--- config.mk ---
export PLATFORM = sky130hd
export DESIGN_NAME = vecgate_result_buffer
export DESIGN_NICKNAME = d
export VERILOG_FILES = /design/src/rtl/vecgate_pkg.sv /design/src/rtl/vecgate_sync_fifo.sv /design/src/rtl/vecgate_result_buffer.sv
export SDC_FILE = /design/constraint.sdc
export NUM_CORES = 1
export LEC_CHECK = 0
export BUFFER_PORTS_ARGS = -buffer_cell sky130_fd_sc_hd__buf_4
export CAP_MARGIN = 10
export CORE_MARGIN = 2
export CORE_UTILIZATION = 46
export CTS_CLUSTER_SIZE = 30
export DETAILED_ROUTE_END_ITERATION = 6
export GPL_ROUTABILITY_DRIVEN = 0
export PLACE_DENSITY = 0.67
export SLEW_MARGIN = 25
export SYNTH_ARGS = -nofsm -noshare
export SYNTH_HDL_FRONTEND = slang
export SYNTH_SLANG_ARGS = --single-unit
--- constraint.sdc ---
create_clock -name clk -period 2.6 [get_ports clk]
set_input_delay 0 -clock clk [delete_from_list [all_inputs] [get_ports clk]]
set_output_delay 0 -clock clk [all_outputs]
set_load 0.005 [all_outputs]
--- src/rtl/vecgate_pkg.sv ---
// Shared widths, entry bit positions and the result-set consistency check
// for the vectorgates result buffer.
package vecgate_pkg;

  localparam int VG_W    = 3;
  localparam int NOT_W   = 6;
  localparam int ENTRY_W = 11;

  localparam int ERR_BIT = 10;
  localparam int NOT_LSB = 4;
  localparam int LOG_BIT = 3;
  localparam int OR_LSB  = 0;

  // Field order matches the bit positions above: {err, not, or_logical, or_bitwise}.
  typedef struct packed {
    logic             err;
    logic [NOT_W-1:0] inv;
    logic             or_logical;
    logic [VG_W-1:0]  or_bitwise;
  } vecgate_entry_t;

  // Recovers a and b from the inverted operands and flags any disagreement
  // between them and the reported OR results.
  function automatic logic vecgate_check_err(
    input logic [VG_W-1:0]  or_bitwise,
    input logic             or_logical,
    input logic [NOT_W-1:0] inv
  );
    logic [VG_W-1:0] exp_or;
    exp_or = ~inv[NOT_W-1:VG_W] | ~inv[VG_W-1:0];
    return (or_bitwise != exp_or) | (or_logical != (|or_bitwise));
  endfunction

endpackage

--- src/rtl/vecgate_sync_fifo.sv ---
// Single-clock show-ahead FIFO: the head entry is presented combinationally
// and only advances on pop. Push is refused when full and pop when empty.
module vecgate_sync_fifo #(
  parameter int WIDTH = 11,
  parameter int DEPTH = 4
) (
  input  logic                     clk,
  input  logic                     rst_n,
  input  logic                     push,
  input  logic [WIDTH-1:0]         push_data,
  input  logic                     pop,
  output logic [WIDTH-1:0]         head,
  output logic [$clog2(DEPTH):0]   level,
  output logic                     full,
  output logic                     empty
);

  localparam int AW = $clog2(DEPTH);
  localparam logic [AW:0] LEVEL_FULL = (AW+1)'(DEPTH);

  logic [WIDTH-1:0] mem [DEPTH];
  logic [AW-1:0]    wr_ptr;
  logic [AW-1:0]    rd_ptr;
  logic [AW:0]      level_q;
  logic             do_push;
  logic             do_pop;

  assign full    = (level_q == LEVEL_FULL);
  assign empty   = (level_q == '0);
  assign do_push = push & ~full;
  assign do_pop  = pop & ~empty;
  assign level   = level_q;

  // Zero while empty so the output is defined after reset without clearing mem.
  assign head = empty ? '0 : mem[rd_ptr];

  // NOTE: state registers use non-blocking assignments so every flop samples
  // pre-edge values, independent of the order the blocks are evaluated in.
  always_ff @(posedge clk or negedge rst_n) begin
    if (!rst_n) begin
      wr_ptr  <= '0;
      rd_ptr  <= '0;
      level_q <= '0;
    end else begin
      if (do_push) wr_ptr <= wr_ptr + 1'b1;
      if (do_pop)  rd_ptr <= rd_ptr + 1'b1;
      if (do_push && !do_pop)      level_q <= level_q + 1'b1;
      else if (do_pop && !do_push) level_q <= level_q - 1'b1;
    end
  end

  // NOTE: the storage array has no reset; the pointers and level define which
  // words are meaningful, so a reset here would only cost a reset tree on RAM.
  always_ff @(posedge clk) begin
    if (do_push) mem[wr_ptr] <= push_data;
  end

endmodule

--- src/rtl/vecgate_result_buffer.sv ---
// Captures vectorgates result sets over valid/ready, tags each with a
// consistency error bit, queues them and keeps saturating statistics.
module vecgate_result_buffer
  import vecgate_pkg::*;
#(
  parameter int DEPTH = 4,
  parameter int CNT_W = 8
) (
  input  logic                     clk,
  input  logic                     rst_n,
  input  logic                     in_valid,
  output logic                     in_ready,
  input  logic [VG_W-1:0]          in_or_bitwise,
  input  logic                     in_or_logical,
  input  logic [NOT_W-1:0]         in_not,
  output logic                     out_valid,
  input  logic                     out_ready,
  output logic [ENTRY_W-1:0]       out_data,
  output logic [$clog2(DEPTH):0]   level,
  input  logic                     clr_stats,
  output logic [CNT_W-1:0]         accept_cnt,
  output logic [CNT_W-1:0]         true_cnt,
  output logic [CNT_W-1:0]         err_cnt,
  output logic                     err_sticky
);

  vecgate_entry_t entry;
  logic           accept;
  logic           pop;
  logic           fifo_full;
  logic           fifo_empty;

  // NOTE: every signal assigned in always_comb gets a default first, so no
  // path through the block can leave it unassigned and infer a latch.
  always_comb begin
    entry            = '0;
    entry.err        = vecgate_check_err(in_or_bitwise, in_or_logical, in_not);
    entry.inv        = in_not;
    entry.or_logical = in_or_logical;
    entry.or_bitwise = in_or_bitwise;
  end

  // in_ready depends only on registered occupancy: a full buffer refuses
  // input even when the consumer pops in the same cycle.
  assign in_ready  = ~fifo_full;
  assign out_valid = ~fifo_empty;
  assign accept    = in_valid & in_ready;
  assign pop       = out_valid & out_ready;

  vecgate_sync_fifo #(
    .WIDTH (ENTRY_W),
    .DEPTH (DEPTH)
  ) u_fifo (
    .clk       (clk),
    .rst_n     (rst_n),
    .push      (accept),
    .push_data (entry),
    .pop       (pop),
    .head      (out_data),
    .level     (level),
    .full      (fifo_full),
    .empty     (fifo_empty)
  );

  // Clear takes priority over counting; a coincident accept is still queued.
  always_ff @(posedge clk or negedge rst_n) begin
    if (!rst_n) begin
      accept_cnt <= '0;
      true_cnt   <= '0;
      err_cnt    <= '0;
      err_sticky <= 1'b0;
    end else if (clr_stats) begin
      accept_cnt <= '0;
      true_cnt   <= '0;
      err_cnt    <= '0;
      err_sticky <= 1'b0;
    end else if (accept) begin
      if (accept_cnt != '1)                   accept_cnt <= accept_cnt + 1'b1;
      if (in_or_logical && (true_cnt != '1))  true_cnt   <= true_cnt + 1'b1;
      if (entry.err && (err_cnt != '1))       err_cnt    <= err_cnt + 1'b1;
      if (entry.err)                          err_sticky <= 1'b1;
    end
  end

endmodule
# After elaboration in Yosys (flattened, before gate mapping)
# Memory sizes are Yosys's and may differ from the RTL's.
# Index checks and enable logic that the tools add are counted.
dict set report classes {
  eq_ne 6
  n_mux 17
  bitwise_logic 10
  addsub 7
  n_reduce_logical 18
}
# op count
set op_table {}
lappend op_table {{8-bit two-way mux} 9}
lappend op_table {{8-bit by 1-bit adder with 8-bit output, second input constant} 3}
lappend op_table {{8-bit != test, second input constant} 3}
lappend op_table {{2-bit nonzero test} 6}
lappend op_table {{11-bit two-way mux} 1}
lappend op_table {{2-bit AND reduction} 4}
lappend op_table {{3-bit two-way mux} 2}
lappend op_table {{3-bit NOT} 2}
lappend op_table {{1-bit two-way mux} 5}
lappend op_table {{2-bit by 1-bit adder with 2-bit output, second input constant} 2}
lappend op_table {{1-bit AND} 4}
lappend op_table {{1-bit logical AND} 4}
lappend op_table {{3-bit by 1-bit adder with 3-bit output, second input constant} 1}
lappend op_table {{3-bit equality test, second input constant} 1}
lappend op_table {{3-bit logical NOT} 1}
lappend op_table {{3-bit != test} 1}
lappend op_table {{3-bit bitwise OR} 1}
lappend op_table {{3-bit OR reduction} 1}
lappend op_table {{3-bit by 1-bit subtractor with 3-bit output, second input constant} 1}
lappend op_table {{1-bit logical NOT} 2}
lappend op_table {{1-bit NOT} 2}
lappend op_table {{1-bit != test} 1}
lappend op_table {{1-bit bitwise OR} 1}
dict set report word_totals {
  register_bits 32
  inputBits 15
  mem_bits_rw 44
  word_cells 66
  mem_count 1
  output_inout_bits 41
}
# memory depth width rd rd_ports_with_merged_regs write_ports line_no
set memory_table {}
lappend memory_table {u_fifo.mem 4 11 1 0 1 vecgate_sync_fifo.sv:21} ;# logic [WIDTH-1:0] mem [DEPTH];

# Depth between registers and ports, before layout
dict set report depth {
  word_depth 8
  mapped_depth 10
  depth_no_buf 9
}

# Cells and area by module
# A second synthesis with hierarchy kept.
dict set report hier_totals {
  hier_cells 251
  hier_area_um2 3530.9
}
# module area_each_um2 cells_per_inst seq_area_each_um2 n_inst
set modules_own_cells {}
lappend modules_own_cells {vecgate_sync_fifo 2152.1 105 1496.4 1}
lappend modules_own_cells {vecgate_result_buffer 1378.8 146 625.6 1}

# Least setup slack after synthesis
# No wires, ideal clock.
dict set report synth_path {
  path_type {reg2reg}
  startpoint {reg u_fifo.level_q[0], in the netlist u_fifo.level[0]}
  endpoint {reg u_fifo.level_q[1], in the netlist u_fifo.level[1]}
  arrival_ps 2017
  n_path_buf 1
  period_less_slack_ps 2141
  setup_slack_ps 459
  setup_time_ps 125
  required_ps 2475
  path_stages_with_launch 9
  path_cell_list {dfrtp_1 -> or3b_1 -> buf_4 -> nand2_2 -> inv_4 -> ha_1 -> inv_1 -> fa_1 -> mux2_2}
}
dict set report synth_via {
  elab_chain_cells 7
  elab_cells_between_ends 17
  classes_between {add/sub (2); eq/ne (1); mux (2); bitwise (6); reduce/logical (6)}
}
# element line_no
set synth_lines {}
lappend synth_lines {{start: declaration} vecgate_sync_fifo.sv:24} ;# logic [AW:0] level_q;
lappend synth_lines {{start signal: assignment} vecgate_sync_fifo.sv:47} ;# if (do_push && !do_pop) level_q <= level_q + 1'b1;
lappend synth_lines {{start signal: assignment} vecgate_sync_fifo.sv:48} ;# else if (do_pop && !do_push) level_q <= level_q - 1'b1;
lappend synth_lines {{3-bit equality test *} vecgate_sync_fifo.sv:28} ;# assign full = (level_q == LEVEL_FULL);
lappend synth_lines {{1-bit NOT *} vecgate_result_buffer.sv:45} ;# assign in_ready = ~fifo_full;
lappend synth_lines {{via in_ready} vecgate_result_buffer.sv:12} ;# output logic in_ready,
lappend synth_lines {{1-bit AND} vecgate_result_buffer.sv:47} ;# assign accept = in_valid & in_ready;
lappend synth_lines {{1-bit AND *} vecgate_sync_fifo.sv:30} ;# assign do_push = push & ~full;
lappend synth_lines {{via u_fifo.do_push} vecgate_sync_fifo.sv:25} ;# logic do_push;
lappend synth_lines {{1-bit logical NOT} vecgate_sync_fifo.sv:48}
lappend synth_lines {{1-bit logical AND} vecgate_sync_fifo.sv:48}
lappend synth_lines {{2-bit nonzero test (no source line)} --}
# Mark *: on every way through the listed nets, which the timed path passes. The rest lies on a longest branch. The select of a mux whose other input is x is not followed.
# A chain may end at the register's enable or synchronous reset.

# Final worst setup path
dict set report layout_path {
  startpoint {reg u_fifo.level_q[0], in the netlist u_fifo.level[0]}
  endpoint {reg u_fifo.level_q[1], in the netlist u_fifo.level[1]}
}
dict set report layout_via {
  elab_chain_cells 7
  elab_cells_between_ends 17
  classes_between {add/sub (2); eq/ne (1); mux (2); bitwise (6); reduce/logical (6)}
}
# element line_no
set layout_lines {}
lappend layout_lines {{3-bit equality test *} vecgate_sync_fifo.sv:28}
lappend layout_lines {{1-bit NOT *} {vecgate_sync_fifo.sv:30, vecgate_result_buffer.sv:45}}
lappend layout_lines {{1-bit AND} vecgate_result_buffer.sv:47}
lappend layout_lines {{1-bit AND *} vecgate_sync_fifo.sv:30}
lappend layout_lines {{via u_fifo.do_push} vecgate_sync_fifo.sv:25}
lappend layout_lines {{1-bit logical NOT} vecgate_sync_fifo.sv:48}
lappend layout_lines {{1-bit logical AND} vecgate_sync_fifo.sv:48}
lappend layout_lines {{2-bit nonzero test (no source line)} --}
# Marked as above.

==> impl_metrics.csv <==
group,metric,value,unit
worst_setup_path,arrival,2.34,ns
synth,synth_edf_count,44,
synth,syn-cell-area,3490,sq um
drt,drt_drc_violations_left,0,
power,power_density,835,nW/um^2
die,die_area,8290,sq um
timing,finalHoldViolCount,0,
timing,rsz0062_at_grt,"false",
timing,skew,0.0134,ns
clock_tree,cts_hold_buf,12,
global_routing,grt_overflow,0,
timing,relSlewSlack,61.3,%
worst_setup_path,crit_fanout,6,
flow_run,drv_cap,0,
power,p_leak,1.68,nW
synth,syn_avg_cell_area,13.6,sq um
drt,met2_length,3090,um
cells_and_area,fin_nets,353,
global_routing,track_usage,16.1,%
synth,syn_inst,256,
drt,ant_nets,0,
timing,timing.hold.ws,0.0218,ns
power,vdd_drop_max,303,uV
global_routing,grt_max_degree,33,
synth,yosysWarningCount,0,
placed_design,io_buffers,55,
timing,tightest_slew,0.581,ns
worst_setup_path,startpoint,"u_fifo.level[0]",
die,die_h,91.1,um
drt,drtIter0Drc,101,
placed_design,placedInstanceArea,4000,sq um
min_path,min_from,"clr_stats",
die,coreArea,7290,sq um
cells_and_area,area_delta_synth_final,22.7,%
synth,syn-num-nets,280,
timing,clock.fmax,472,MHz
synth,ys.flop_type,"edfxtp_1",
clock_tree,cts_resized,0,
placed_design,dpl.hpwl,4300,um
drt,wl_met3,238,um
synth,synthDominantCellAreaShare,37.9,%
drt,wl_per_cell,14.7,um
drt,viasPerCell,5.13,
clock_tree,cts_max_level,3,
synth,async_reset_ff_share,42.1,%
cells_and_area,diodes,0,
cells_and_area,final_cell_area,4280,sq um
die,placementRows,31,
die,die_w,91.1,um
worst_setup_path,crit_path_end_kind,"flip-flop",
synth,ys_top_cells_by_area,"edfxtp_1 (38%), dfrtp_1 (23%), mux4_2 (7.1%)",
global_routing,grt_pass1_vias,2129,
timing,final.min_clock_period,2.12,ns
worst_setup_path,start_kind,"flip-flop",
drt,highest_layer,"met4",
clock_tree,cts_tree,"yes",
synth,yosysSeqAreaShare,60.9,%
drt,first_pass_iters,6,
drt,met1Wirelength,2970,um
worst_setup_path,path_class,"flip-flop to flip-flop",
drt,finalWirelength,6370,um
timing,setup_tns,0,ns
clock_tree,post_cts_buffers,0,
die,ioPinCount,56,
synth,yosysTopAreaCell,"edfxtp_1",
drt,via_count,2222,
synth,ys_ff_latch,76,
clock_tree,clock_sinks,76,
timing,layout_setup_ws,0.481,ns
cells_and_area,layout-drive-gt1-share,28.7,%
worst_setup_path,r2r-start,"u_fifo.level[0]",
clock_tree,cts-root-buf,"clkbuf_8",
synth,synth_common_cells,"edfxtp_1 (44), dfrtp_1 (32), nor2_1 (22), xnor2_1 (16), and2_1 (14)",
worst_setup_path,worstPathRequired,2.82,ns
clock_tree,cts_max_path_buffers,2,
synth,yosysMostFrequentCell,"edfxtp_1",
clock_tree,cts_buffers,9,
min_path,hold_class,"input pin to flip-flop",
placed_design,dpl_worst_slack,0.477,ns
clock_tree,clock_latency,0.34,ns
timing,setup_viol,0,
timing,fin_crit_sh,81.5,%
run_status,outcome,"finished clean",
die,start_util,47.8,%
clock_tree,clk_pin_slew,0.07,ns
global_routing,grt_pass1_wl,10500,um
synth,yosysUniqueCellTypes,49,
timing,slew_viol_final,0,
global_routing,antenna_found_initial,0,
[layer usage]
metal,vias to the layer above,global-route usage [%]
met1,1082,21.8
met4,0,6.82
met5,-,0
met2,44,25.6
met3,6,3.24
li1,1090,-
[report_power, final]
part | leakage (nW) | switching (mW) | internal, mW
Combinational | 0.779 | 0.492 | 0.678
Clock | 0.0731 | 0.389 | 0.338
Sequential | 0.827 | 0.165 | 1.51
Total | 1.68 | 1.05 | 2.53
[layout make-up]
cell class,instances,area [sq um]
clock buffers,12,135
clock inverters,4,18.8
fillers,636,3010
inverters,8,32.5
multi-input cells,164,1290
flip-flops and latches,76,2120
well taps,99,124
repair buffers,70,556
[cell families after synthesis]
kind of cell / count (synthesis) / synth area share (%)
adder cells (fa/ha/maj): 9 / 3.44
XOR/XNOR: 19 / 4.77
AO/OA/AOI/OAI: 30 / 6.71
AND/OR/NAND/NOR: 93 / 14.4
multiplexers: 13 / 7.71
buffers and inverters: 16 / 2.15
flip-flops: 76 / 60.9
[path summary, 6_finish.rpt]
check	end	slack, ns	cells after the start
setup / recovery	u_fifo.level[1]	0.48	7
hold / removal	err_cnt[7]	0.02	2
setup reg to reg	u_fifo.level[1]	0.48	7
hold reg to reg	u_fifo.level[2]	0.51	1
max in group asynchronous	err_cnt[1]	2.16	2
min in group asynchronous	u_fifo.level[1]	0.13	2
[sequential cells by signal, summed over array words and instances (netlist names)]
signal	count
err_sticky	1
true_cnt	8
u_fifo.level	3
u_fifo.mem	44
u_fifo.rd_ptr	2
u_fifo.wr_ptr	2
err_cnt	8
accept_cnt	8
[worst max-delay path, stage by stage, from the launching register on]
cell and delay (ns):
dfrtp_1 0.44, or3b_1 0.43, nand2_2 0.12, inv_4 0.06, ha_1 0.20, inv_1 0.08
fa_1 0.41, mux2_2 0.26
[cells in the final DEF (no fill, tap or decap), types with 2 or more instances in the layout]
| master | count |
|---|---|
| nand3_1 | 9 |
| and2_1 | 14 |
| inv_1 | 7 |
| nand2_1 | 11 |
| dlygate4sd3_1 | 12 |
| clkbuf_1 | 3 |
| or4_1 | 3 |
| buf_4 | 58 |
| nor2b_1 | 2 |
| nor3_1 | 5 |
| ha_1 | 8 |
| o21ai_1 | 3 |
| clkbuf_8 | 9 |
| or3_1 | 4 |
| mux4_2 | 11 |
| o31ai_1 | 4 |
| xor2_1 | 3 |
| a21oi_1 | 7 |
| clkinv_1 | 3 |
| nand4_1 | 3 |
| edfxtp_1 | 44 |
| and3_1 | 8 |
| nor2_1 | 22 |
| xnor2_1 | 16 |
| o21ai_0 | 3 |
| a21oi_2 | 5 |
| dfrtp_1 | 32 |
| nor4_1 | 3 |
[per-stage QoR]
stage          util (%)  power, mW  cells
4_1_cts            58.7       3.63    433
3_3_place_gp       54.9       2.86    405
2_1_floorplan         -       2.38    256
5_1_grt            58.7       3.81    433
3_5_place_dp       54.9       2.89    405
6_report           58.7       3.57    433
(Power assumes the default switching activity.)
